**config.mk**
```make
export PLATFORM = sky130hd
export DESIGN_NAME = spi_mstr_param
export DESIGN_NICKNAME = d
export VERILOG_FILES = /design/src/rtl/spi_pkg.sv /design/src/rtl/spi_sclk_gen.sv /design/src/rtl/spi_mstr_param.sv
export SDC_FILE = /design/constraint.sdc
export NUM_CORES = 1
export LEC_CHECK = 0
export ABC_AREA = 0
export BUFFER_PORTS_ARGS = -buffer_cell sky130_fd_sc_hd__buf_2
export CAP_MARGIN = 10
export CORE_UTILIZATION = 35
export CTS_CLUSTER_DIAMETER = 100
export DETAILED_ROUTE_END_ITERATION = 8
export REMOVE_ABC_BUFFERS = 1
export SYNTH_ARGS = -nofsm -noshare
export SYNTH_HDL_FRONTEND = slang
export SYNTH_SLANG_ARGS = --single-unit
```
**constraint.sdc**
```tcl
create_clock -name clk -period 2.39 [get_ports clk]
set_clock_uncertainty 0.1 [all_clocks]
set_input_delay 0.3585 -clock clk [delete_from_list [all_inputs] [get_ports clk]]
set_output_delay 0.3585 -clock clk [all_outputs]
set_load 0.01 [all_outputs]
```
**src/rtl/spi_pkg.sv**
```systemverilog
// Shared types for the SPI master: controller states and the {CPOL,CPHA} mode word.
package spi_pkg;

   typedef enum logic [1:0] {
      IDLE  = 2'd0,
      FRONT = 2'd1,
      TRANS = 2'd2,
      BACK  = 2'd3
   } state_t;

   typedef struct packed {
      logic cpol;
      logic cpha;
   } mode_t;

   localparam mode_t MODE0 = '{cpol: 1'b0, cpha: 1'b0};
   localparam mode_t MODE1 = '{cpol: 1'b0, cpha: 1'b1};
   localparam mode_t MODE2 = '{cpol: 1'b1, cpha: 1'b0};
   localparam mode_t MODE3 = '{cpol: 1'b1, cpha: 1'b1};

endpackage

```
**src/rtl/spi_sclk_gen.sv**
```systemverilog
// SCLK generator: half-period timer, leading/trailing edge strobes and the SCLK level.
// Strobes are asserted in the cycle before SCLK changes, so data sampled on a strobe
// is captured on the same clk edge that moves SCLK.
module spi_sclk_gen #(
   parameter int SCLK_DIV = 64
) (
   input  logic clk,
   input  logic rst,
   input  logic load,
   input  logic load_cpol,
   input  logic cpol,
   input  logic run,
   input  logic lead_ok,
   output logic half_tick,
   output logic lead_edge,
   output logic trail_edge,
   output logic sclk
);

   localparam int HALF = SCLK_DIV / 2;
   localparam int CW   = $clog2(SCLK_DIV);

   logic [CW-1:0] cnt;
   logic          active;

   assign half_tick  = run && (cnt == CW'(HALF - 1));
   assign lead_edge  = half_tick && !active && lead_ok;
   assign trail_edge = half_tick && active;

   // Half-period counter, restarted at each transfer start and each half period.
   always_ff @(posedge clk) begin
      if (rst || load || half_tick) cnt <= '0;
      else if (run)                 cnt <= cnt + 1'b1;
   end

   // SCLK level: idle at CPOL, opposite level during the leading phase.
   always_ff @(posedge clk) begin
      if (rst) begin
         active <= 1'b0;
         sclk   <= 1'b0;
      end else if (load) begin
         active <= 1'b0;
         sclk   <= load_cpol;
      end else if (lead_edge) begin
         active <= 1'b1;
         sclk   <= ~cpol;
      end else if (trail_edge) begin
         active <= 1'b0;
         sclk   <= cpol;
      end
   end

endmodule

```
**src/rtl/spi_mstr_param.sv**
```systemverilog
// Parameterised SPI master: one DATA_W-bit full-duplex transfer per accepted wrt,
// all four SPI modes, selectable bit order and slave select.
module spi_mstr_param
   import spi_pkg::*;
#(
   parameter  int DATA_W   = 16,
   parameter  int SCLK_DIV = 64,
   parameter  int NUM_SS   = 1,
   localparam int SEL_W    = (NUM_SS > 1) ? $clog2(NUM_SS) : 1
) (
   input  logic              clk,
   input  logic              rst,
   input  logic              wrt,
   input  logic [DATA_W-1:0] cmd,
   input  logic [1:0]        mode,
   input  logic              lsb_first,
   input  logic [SEL_W-1:0]  ss_sel,
   input  logic              MISO,
   output logic              SCLK,
   output logic              MOSI,
   output logic [NUM_SS-1:0] SS_n,
   output logic              busy,
   output logic              done,
   output logic [DATA_W-1:0] rd_data
);

   localparam int BW = $clog2(DATA_W + 1);

   state_t            state, state_nx;
   mode_t             mode_q;
   logic              lsb_q;
   logic [DATA_W-1:0] tx, rx;
   logic [BW-1:0]     bit_cnt;
   logic              acc, lead_ok, last_bit;
   logic              half_tick, lead_edge, trail_edge;

   // Active-low select pattern; anything out of range falls back to slave 0.
   function automatic logic [NUM_SS-1:0] sel_dec(input logic [SEL_W-1:0] s);
      logic [NUM_SS-1:0] m;
      m = '1;
      for (int i = 0; i < NUM_SS; i++)
         if (int'(s) == i) m[i] = 1'b0;
      if (&m) m[0] = 1'b0;
      return m;
   endfunction

   function automatic logic out_bit(input logic [DATA_W-1:0] v, input logic lsb);
      return lsb ? v[0] : v[DATA_W-1];
   endfunction

   function automatic logic [DATA_W-1:0] shift_out(input logic [DATA_W-1:0] v, input logic lsb);
      return lsb ? (v >> 1) : (v << 1);
   endfunction

   // Received bits land so that rd_data ends up in natural order for either bit order.
   function automatic logic [DATA_W-1:0] shift_in(input logic [DATA_W-1:0] v, input logic b,
                                                  input logic lsb);
      return lsb ? {b, v[DATA_W-1:1]} : {v[DATA_W-2:0], b};
   endfunction

   assign acc      = (state == IDLE) && wrt;
   assign busy     = (state != IDLE);
   assign lead_ok  = (state == FRONT) || ((state == TRANS) && (bit_cnt != BW'(DATA_W)));
   assign last_bit = (bit_cnt == BW'(DATA_W - 1));

   spi_sclk_gen #(.SCLK_DIV(SCLK_DIV)) u_sclk (
      .clk        (clk),
      .rst        (rst),
      .load       (acc),
      .load_cpol  (mode[1]),
      .cpol       (mode_q.cpol),
      .run        (busy),
      .lead_ok    (lead_ok),
      .half_tick  (half_tick),
      .lead_edge  (lead_edge),
      .trail_edge (trail_edge),
      .sclk       (SCLK)
   );

   // State register.
   always_ff @(posedge clk) begin
      if (rst) state <= IDLE;
      else     state <= state_nx;
   end

   // Next state: every phase advances on a half-period tick; TRANS ends on the tick
   // that would have been a leading edge once all bits are clocked.
   always_comb begin
      state_nx = state;
      case (state)
         IDLE:    if (wrt) state_nx = FRONT;
         FRONT:   if (half_tick) state_nx = TRANS;
         TRANS:   if (half_tick && !lead_edge && !trail_edge) state_nx = BACK;
         BACK:    if (half_tick) state_nx = IDLE;
         default: state_nx = IDLE;
      endcase
   end

   // Transfer datapath: latch request, shift MOSI/MISO on SCLK edges, publish result.
   always_ff @(posedge clk) begin
      if (rst) begin
         mode_q  <= MODE0;
         lsb_q   <= 1'b0;
         tx      <= '0;
         rx      <= '0;
         bit_cnt <= '0;
         MOSI    <= 1'b0;
         SS_n    <= '1;
         done    <= 1'b0;
         rd_data <= '0;
      end else begin
         if (acc) begin
            mode_q  <= mode_t'(mode);
            lsb_q   <= lsb_first;
            tx      <= cmd;
            rx      <= '0;
            bit_cnt <= '0;
            SS_n    <= sel_dec(ss_sel);
            done    <= 1'b0;
            // CPHA=0 needs the first bit on the wire before the first leading edge.
            if (!mode[0]) MOSI <= out_bit(cmd, lsb_first);
         end
         if (lead_edge) begin
            if (mode_q.cpha) begin
               MOSI <= out_bit(tx, lsb_q);
               tx   <= shift_out(tx, lsb_q);
            end else begin
               rx   <= shift_in(rx, MISO, lsb_q);
            end
         end
         if (trail_edge) begin
            bit_cnt <= bit_cnt + 1'b1;
            if (mode_q.cpha) begin
               rx <= shift_in(rx, MISO, lsb_q);
            end else if (!last_bit) begin
               MOSI <= out_bit(shift_out(tx, lsb_q), lsb_q);
               tx   <= shift_out(tx, lsb_q);
            end
         end
         if ((state == BACK) && half_tick) begin
            SS_n    <= '1;
            done    <= 1'b1;
            rd_data <= rx;
         end
      end
   end

endmodule

```
==> results.md, run 1 <==
* Detailed Routing Iterations Pass 1 at 4
* # nets final at 432
* Final worst-path cycle share at 90.69%
* Area grow syn2layout at 16.97%
* H-tree depth at 3
* Post-detail-place hpwl at 5320 um
* Starting Density at 35.84%
* DR vias at 2859
* Commonest cells in the netlist: dfxtp_1 (69), a21oi_1 (23), nand3_1 (23)
* Maxcap violations at 0
* Crit end category: register
* Synth async-reset ratio at 0%
* Synthesized instance count at 360
* GPL Wtd Cong at 0.7345
* Mean Syn Cell Area at 9.686 sq um
* Req. time, crit path at 2500 ps
* Synth Warn # at 0
* Fin crit period at 2167 ps
* Diode count at 0
* Post-synth cell types at 51
* WL final at 8017 um
* First-pass GRT wire length at 13470 um
* Yosys reg bits at 69
* Final hold vios at 0
* Post-synth EDFFs at 0
* Core area at 9729 sq um
* Complex-gate fraction of the synthesized area at 24.40%
* Simple-gate area share of the yosys netlist at 15.97%
* Yosys top cell area share at 39.61%
* Synth Flop Type: dfxtp_1
* Fin. max-slew vios at 0
* Min setup slack post-route at 222.6 ps
* CTS clock-pin slew for the worst setup and hold paths at 70 ps
* Slew at the pin with the worst max-slew slack at 743.5 ps
* Initial antenna violation count at 0
* # hold bufs at CTS at 0
* Top cells by area, synth: dfxtp_1 (40%), mux2_2 (5.5%), mux2i_1 (5.2%), a221oi_1 (4.3%), a22o_1 (4.0%)
* Most frequent cell after synthesis: dfxtp_1
* Crit Path Category: reg -> reg
* RSZ-0062 raised after global routing: no
* PwrDens at 818.6 nW/um^2
* Synth Area in XOR/XNOR at 1.256%
* Layout cells sized above 1 at 27.05%
* Die H at 101.8 um
* Die ar. at 10370 sq um
* Later-pin clock latency in the skew report at 330 ps
* TritonCTS clock tree: yes
* Worst vdd ir at 478.7 uV
* Die width at 101.8 um
* Worst hold path type: in -> reg
* Num CTS Buffers at 9
* Slew headroom at 50.44%
* Max clock buf depth at 2
* Leak at 1.533 nW
* # DRC at 0
* Via density at 5.334
* Post-Synth Adder-Cell Area at 3.229%
* Startpoint Class: register
* Status: completed
* Main combinational cell family by area after synthesis: compound AO/OA/AOI/OAI gates
* Total track usage at 16.58%
* Setup Viol. Count Final at 0
* WL per Instance at 14.96 um
* Rows at 36
* Most area-hungry cell type in the Yosys netlist: dfxtp_1
* Post-synthesis sequential area ratio at 39.61%
* Largest net degree at the start of global routing at 44
* I/O pin count at 45
* Grt total ovfl at 0
* Final ANT Viol Nets at 0
* Syn Std Cell Area at 3487 sq um
* Root buf cell: clkbuf_8
* Mux share of post-synthesis cell area at 10.66%
* Number of fill cells in the layout at 983
* Buffers added on ports at 43
* 1st-iter DRT viols at 96
* Vias in the first global route at 2788
* Fmax at 0.4614 GHz
* Clk sinks at 69
* Setup TNS at 0 ps
* Crit path max fanout at 17
* Placement Setup Slack at 32.17 ps
* Critical path arrival at 2280 ps
-- area by class of cell --
cell class	instances	area [sq um]	share of cell area (%)
Timing Repair Buffer	60	367.9	9.018
Clock inverter	6	63.81	1.564
Tap cell	133	166.4	4.080
Multi-Input combinational cell	252	1949	47.79
Sequential cell	69	1381	33.86
Inverter	7	26.28	0.6442
Clock buffer	9	123.9	3.037
-- worst max-delay path, stage by stage (launching register included) --
cell and delay (ps):
dfxtp_1 390, inv_1 100, ha_1 270, nand3b_1 250, nor2_2 270, buf_4 210
and2_1 180, buf_12 170, o32ai_1 90
-- metal layers --
metal / global-route usage [%] / routed length (um) / up-vias
li1: - / - / 1438
met5: 0 / 0 / -
met2: 28.07 / 3834 / 60
met3: 3.010 / 254 / 7
met1: 21.04 / 3835 / 1354
met4: 6.264 / 92 / 0
-- kinds of logic (layout without fill, tap and decap cells) --
kind of cell             Yosys count  after routing
multiplexers                      35             35
AO/OA/AOI/OAI                    107            107
AND/OR/NAND/NOR                   96             96
adder cells (fa/ha/maj)            9              9
buffers and inverters             39             82
flip-flops                        69             69
XOR/XNOR                           5              5
-- per-stage QoR --
step           cell area [sq um]  util (%)  total power, mW  instances  hold WS, ps
4_1_cts                     4068     41.81            3.365        536        163.6
5_1_grt                     4079     41.92            3.566        536        169.9
3_5_place_dp                3880     39.88            2.434        521        338.4
6_report                    4079     41.92            3.339        536        174.2
2_1_floorplan               3343         -            2.062        328        323.1
3_3_place_gp                3880     39.88            2.416        521        329.4
-- power breakdown --
| part | internal [mW] | switching (mW) |
|---|---|---|
| logic | 0.453 | 0.642 |
| registers | 1.25 | 0.0771 |
| clock network | 0.476 | 0.444 |
| total | 2.18 | 1.16 |
-- final timing paths --
check                start   endpoint  slack (ps)  depth (start not counted)
hold reg to reg       SS_n       SS_n         350                          2
setup reg to reg  state[1]       MOSI         220                          8
setup / recovery  state[1]       MOSI         220                          8
hold / removal     mode[0]  mode_q[0]         170                          3
-- registers in the layout, summed over array words and instances (netlist names) --
signal	flops
rd_data	16
rx	16
tx	16
u_sclk.cnt	6
bit_cnt	5
mode_q	2
state	2
MOSI	1
SS_n	1
done	1
lsb_q	1
u_sclk.active	1
u_sclk.sclk	1
-- what timing repair did --
item                                    in CTS  in global routing
endpoints found under the hold margin        0                  0
endpoints found under the setup margin       0                 16
gates resized for setup                      0                  1
buffers inserted                             0                  0
-- cell usage in the layout, fill, tap and decap left out, drive strengths merged, types with 9 or more instances in the layout --
cell / count
o211ai: 16
ha: 9
nor2: 11
a21oi: 23
and2: 15
buf: 60
mux2i: 18
dfxtp: 69
a211oi: 18
nand3: 23
a22o: 16
nand2: 15
a221oi: 18
clkbuf: 9
mux2: 17
Note: power is estimated with default switching activity, not from simulation.
==> inputs of run 2 (changes only) <==
Settings changed: REMOVE_ABC_BUFFERS 1 to unset.
==> run 2 against run 1 <==
  * Combinational power about the same
  * Critical path type unchanged
  * Cell count increased by 0.56%
  * Clock-buffer cell count unchanged
  * Largest cell class unchanged
  * Highest routed layer unchanged
==> results.md, run 2 (same netlist as run 1, synthesis figures left out) <==
* Status: completed
* Later-pin clock latency in the skew report at 340 ps (about the same)
* DR vias at 2946 (+3.0%)
* Fin cells at 539 (+0.56%)
* Top Registers: rd_data: 16 flops, rx: 16 flops, tx: 16 flops
* Root buf cell: clkbuf_8
* Die H at 101.8 um (unchanged)
* Buffers added on ports at 43 (unchanged)
* Maxcap violations at 0 (unchanged)
* Die width at 101.8 um (unchanged)
* CTS clock-pin slew for the worst setup and hold paths at 70 ps (about the same)
* Layout cells sized above 1 at 27.59% (+0.54 points)
* Flop pwr share at 39.4% (-0.3 points)
* Fin. max-slew vios at 0 (unchanged)
* Worst hold path type: in -> reg
* Fin crit period at 2192 ps (+24.24 ps)
* H-tree depth at 3 (unchanged)
* Rows at 36 (unchanged)
* Internal Power at 2.184 mW (+0.37%)
* Slew headroom at 48.14% (-2.3 points)
* Setup TNS at 0 ps (unchanged)
* Area grow syn2layout at 17.26%
* Crit Path Category: reg -> reg
* Comb power frac at 33.2% (+0.4 points)
* R2r setup slk at 200 ps (-20 ps)
* Most frequent cells in the layout: dfxtp_1 (69), buf_2 (43), a21oi_1 (23), nand3_1 (23), buf_4 (19)
* Post-layout util at 42.03% (+0.10 points)
* Final worst-path cycle share at 91.70% (+1.0 points)
* TritonCTS clock tree: yes
* WL per Instance at 15.15 um (+1.3%)
* Fmax at 0.4563 GHz (-1.1%)
* Total track usage at 17.11% (+0.53 points)
* Max clock buf depth at 2 (unchanged)
* Pwr Total at 3.369 mW (+0.90%)
* RSZ-0062 raised after global routing: no
* Largest net degree at the start of global routing at 34 (-23%)
* Leak at 1.542 nW (+0.59%)
* Inst Count DP at 524 (+0.58%)
* GPL Wtd Cong at 0.7449 (+1.4%)
* End of the critical path: MOSI
* Setup Viol. Count Final at 0 (unchanged)
* Switch share at 35.19% (+0.34 points)
* Post-CTS Setup Inserts at 0 (unchanged)
* Die ar. at 10370 sq um (unchanged)
* Final hold vios at 0 (unchanged)
* Detailed Routing Iterations Pass 1 at 4 (unchanged)
* Worst hold slack at 180.9 ps (+6.709 ps)
* Worst Setup SP: state[0]
* Grt total ovfl at 0 (unchanged)
* Clk sinks at 69 (unchanged)
* 1st-iter DRT viols at 119 (+24%)
* WL final at 8164 um (+1.8%)
* Starting Density at 35.84% (unchanged)
* Post-detail-place hpwl at 5532 um (+4.0%)
* Worst r2r src: state[0]
* # DRC at 0 (unchanged)
* Number of fill cells in the layout at 990 (+0.71%)
* Startpoint Class: register
* Via density at 5.466 (+2.5%)
* Req. time, crit path at 2490 ps (about the same)
* Most common library cell in the layout ignoring fill and taps: dfxtp_1
* PwrDens at 824.0 nW/um^2 (+0.65%)
* Critical path arrival at 2300 ps (+20 ps)
* Core area at 9729 sq um (unchanged)
* R2R depth at 8 (unchanged)
* Initial antenna violation count at 0 (unchanged)
* I/O pin count at 45 (unchanged)
* Slew at the pin with the worst max-slew slack at 777.9 ps (+34.47 ps)
* Final ANT Viol Nets at 0 (unchanged)
* Switching power total at 1.185 mW (+1.9%)
* Num CTS Buffers at 9 (unchanged)
* First-pass GRT wire length at 13970 um (+3.7%)
* Crit end category: register
* Diode count at 0 (unchanged)
* RR Endpoint: MOSI
* Clock Power Share at 27.5% (about the same)
* Vias in the first global route at 2828 (+1.4%)
* Worst vdd ir at 385.3 uV (-20%)
* Crit path max fanout at 26 (+9)
* # nets final at 435 (+0.69%)
* Net count after synthesis at 393
run 2: cell types whose count changed in the layout (fill, tap and decap cells not counted):
cell / before / now
buf_12: 2 / 1
buf_4: 15 / 19
run 2: what timing repair did:
item / in CTS / in global routing
hold buffers: 0 / 0
resized for setup: 1 / 0
endpoints found under the setup margin: 1 / 0
endpoints found under the hold margin: 0 / 0
run 2: critical path: stages (launching register included):
cell,delay (ps)
dfxtp_1,370
inv_1,110
ha_1,280
nand3b_1,250
nor2_2,250
buf_12,210
and2_1,160
buf_4,200
o32ai_1,120
run 2: cell type report:
type	instances	area [sq um]	area share (%)
Sequential cell	69	1381	33.78
Timing Repair Buffer	63	377.9	9.241
Clock inverter	6	63.81	1.561
Clock buffer	9	123.9	3.029
Tap cell	133	166.4	4.070
Inverter	7	26.28	0.6426
Multi-Input combinational cell	252	1949	47.67
run 2: power groups by stage:
stage / combinational [mW] / clock [mW] / sequential, mW
6_report: 1.12 / 0.925 / 1.33
3_3_place_gp: 1.07 / 0 / 1.35
2_1_floorplan: 0.800 / 0 / 1.33
5_1_grt: 1.23 / 1.01 / 1.34
3_5_place_dp: 1.09 / 0 / 1.35
4_1_cts: 1.12 / 0.949 / 1.33
run 2: worst min-delay path by stage:
stage,slack (ps),startpoint,cells after the start,end
3_5_place_dp,340,SS_n,2,SS_n
5_1_grt,180,lsb_first,3,lsb_q
3_3_place_gp,330,SS_n,2,SS_n
2_1_floorplan,360,mode_q[1],2,mode_q[1]
4_1_cts,170,mode[0],3,mode_q[0]
6_report,180,mode[0],3,mode_q[0]
run 2: per-stage QoR:
| step | worst slack [ps] | area [sq um] |
|---|---|---|
| after floorplan | 407.8 | 3487 |
| after global placement | 128.9 | 3890 |
| after detailed placement | 20.31 | 3890 |
| after CTS | 202.8 | 4089 |
| after global routing | 63.86 | 4089 |
| final | 198.4 | 4089 |
run 2: routing by layer:
metal	vias to the layer above	routed length [um]	share of wire, %	track usage [%]
li1	1443	-	-	-
met4	0	117	1.4	5.385
met5	-	0	0	0
met3	13	326	4.0	3.967
met1	1423	3918	48	22.07
met2	67	3801	47	28.38
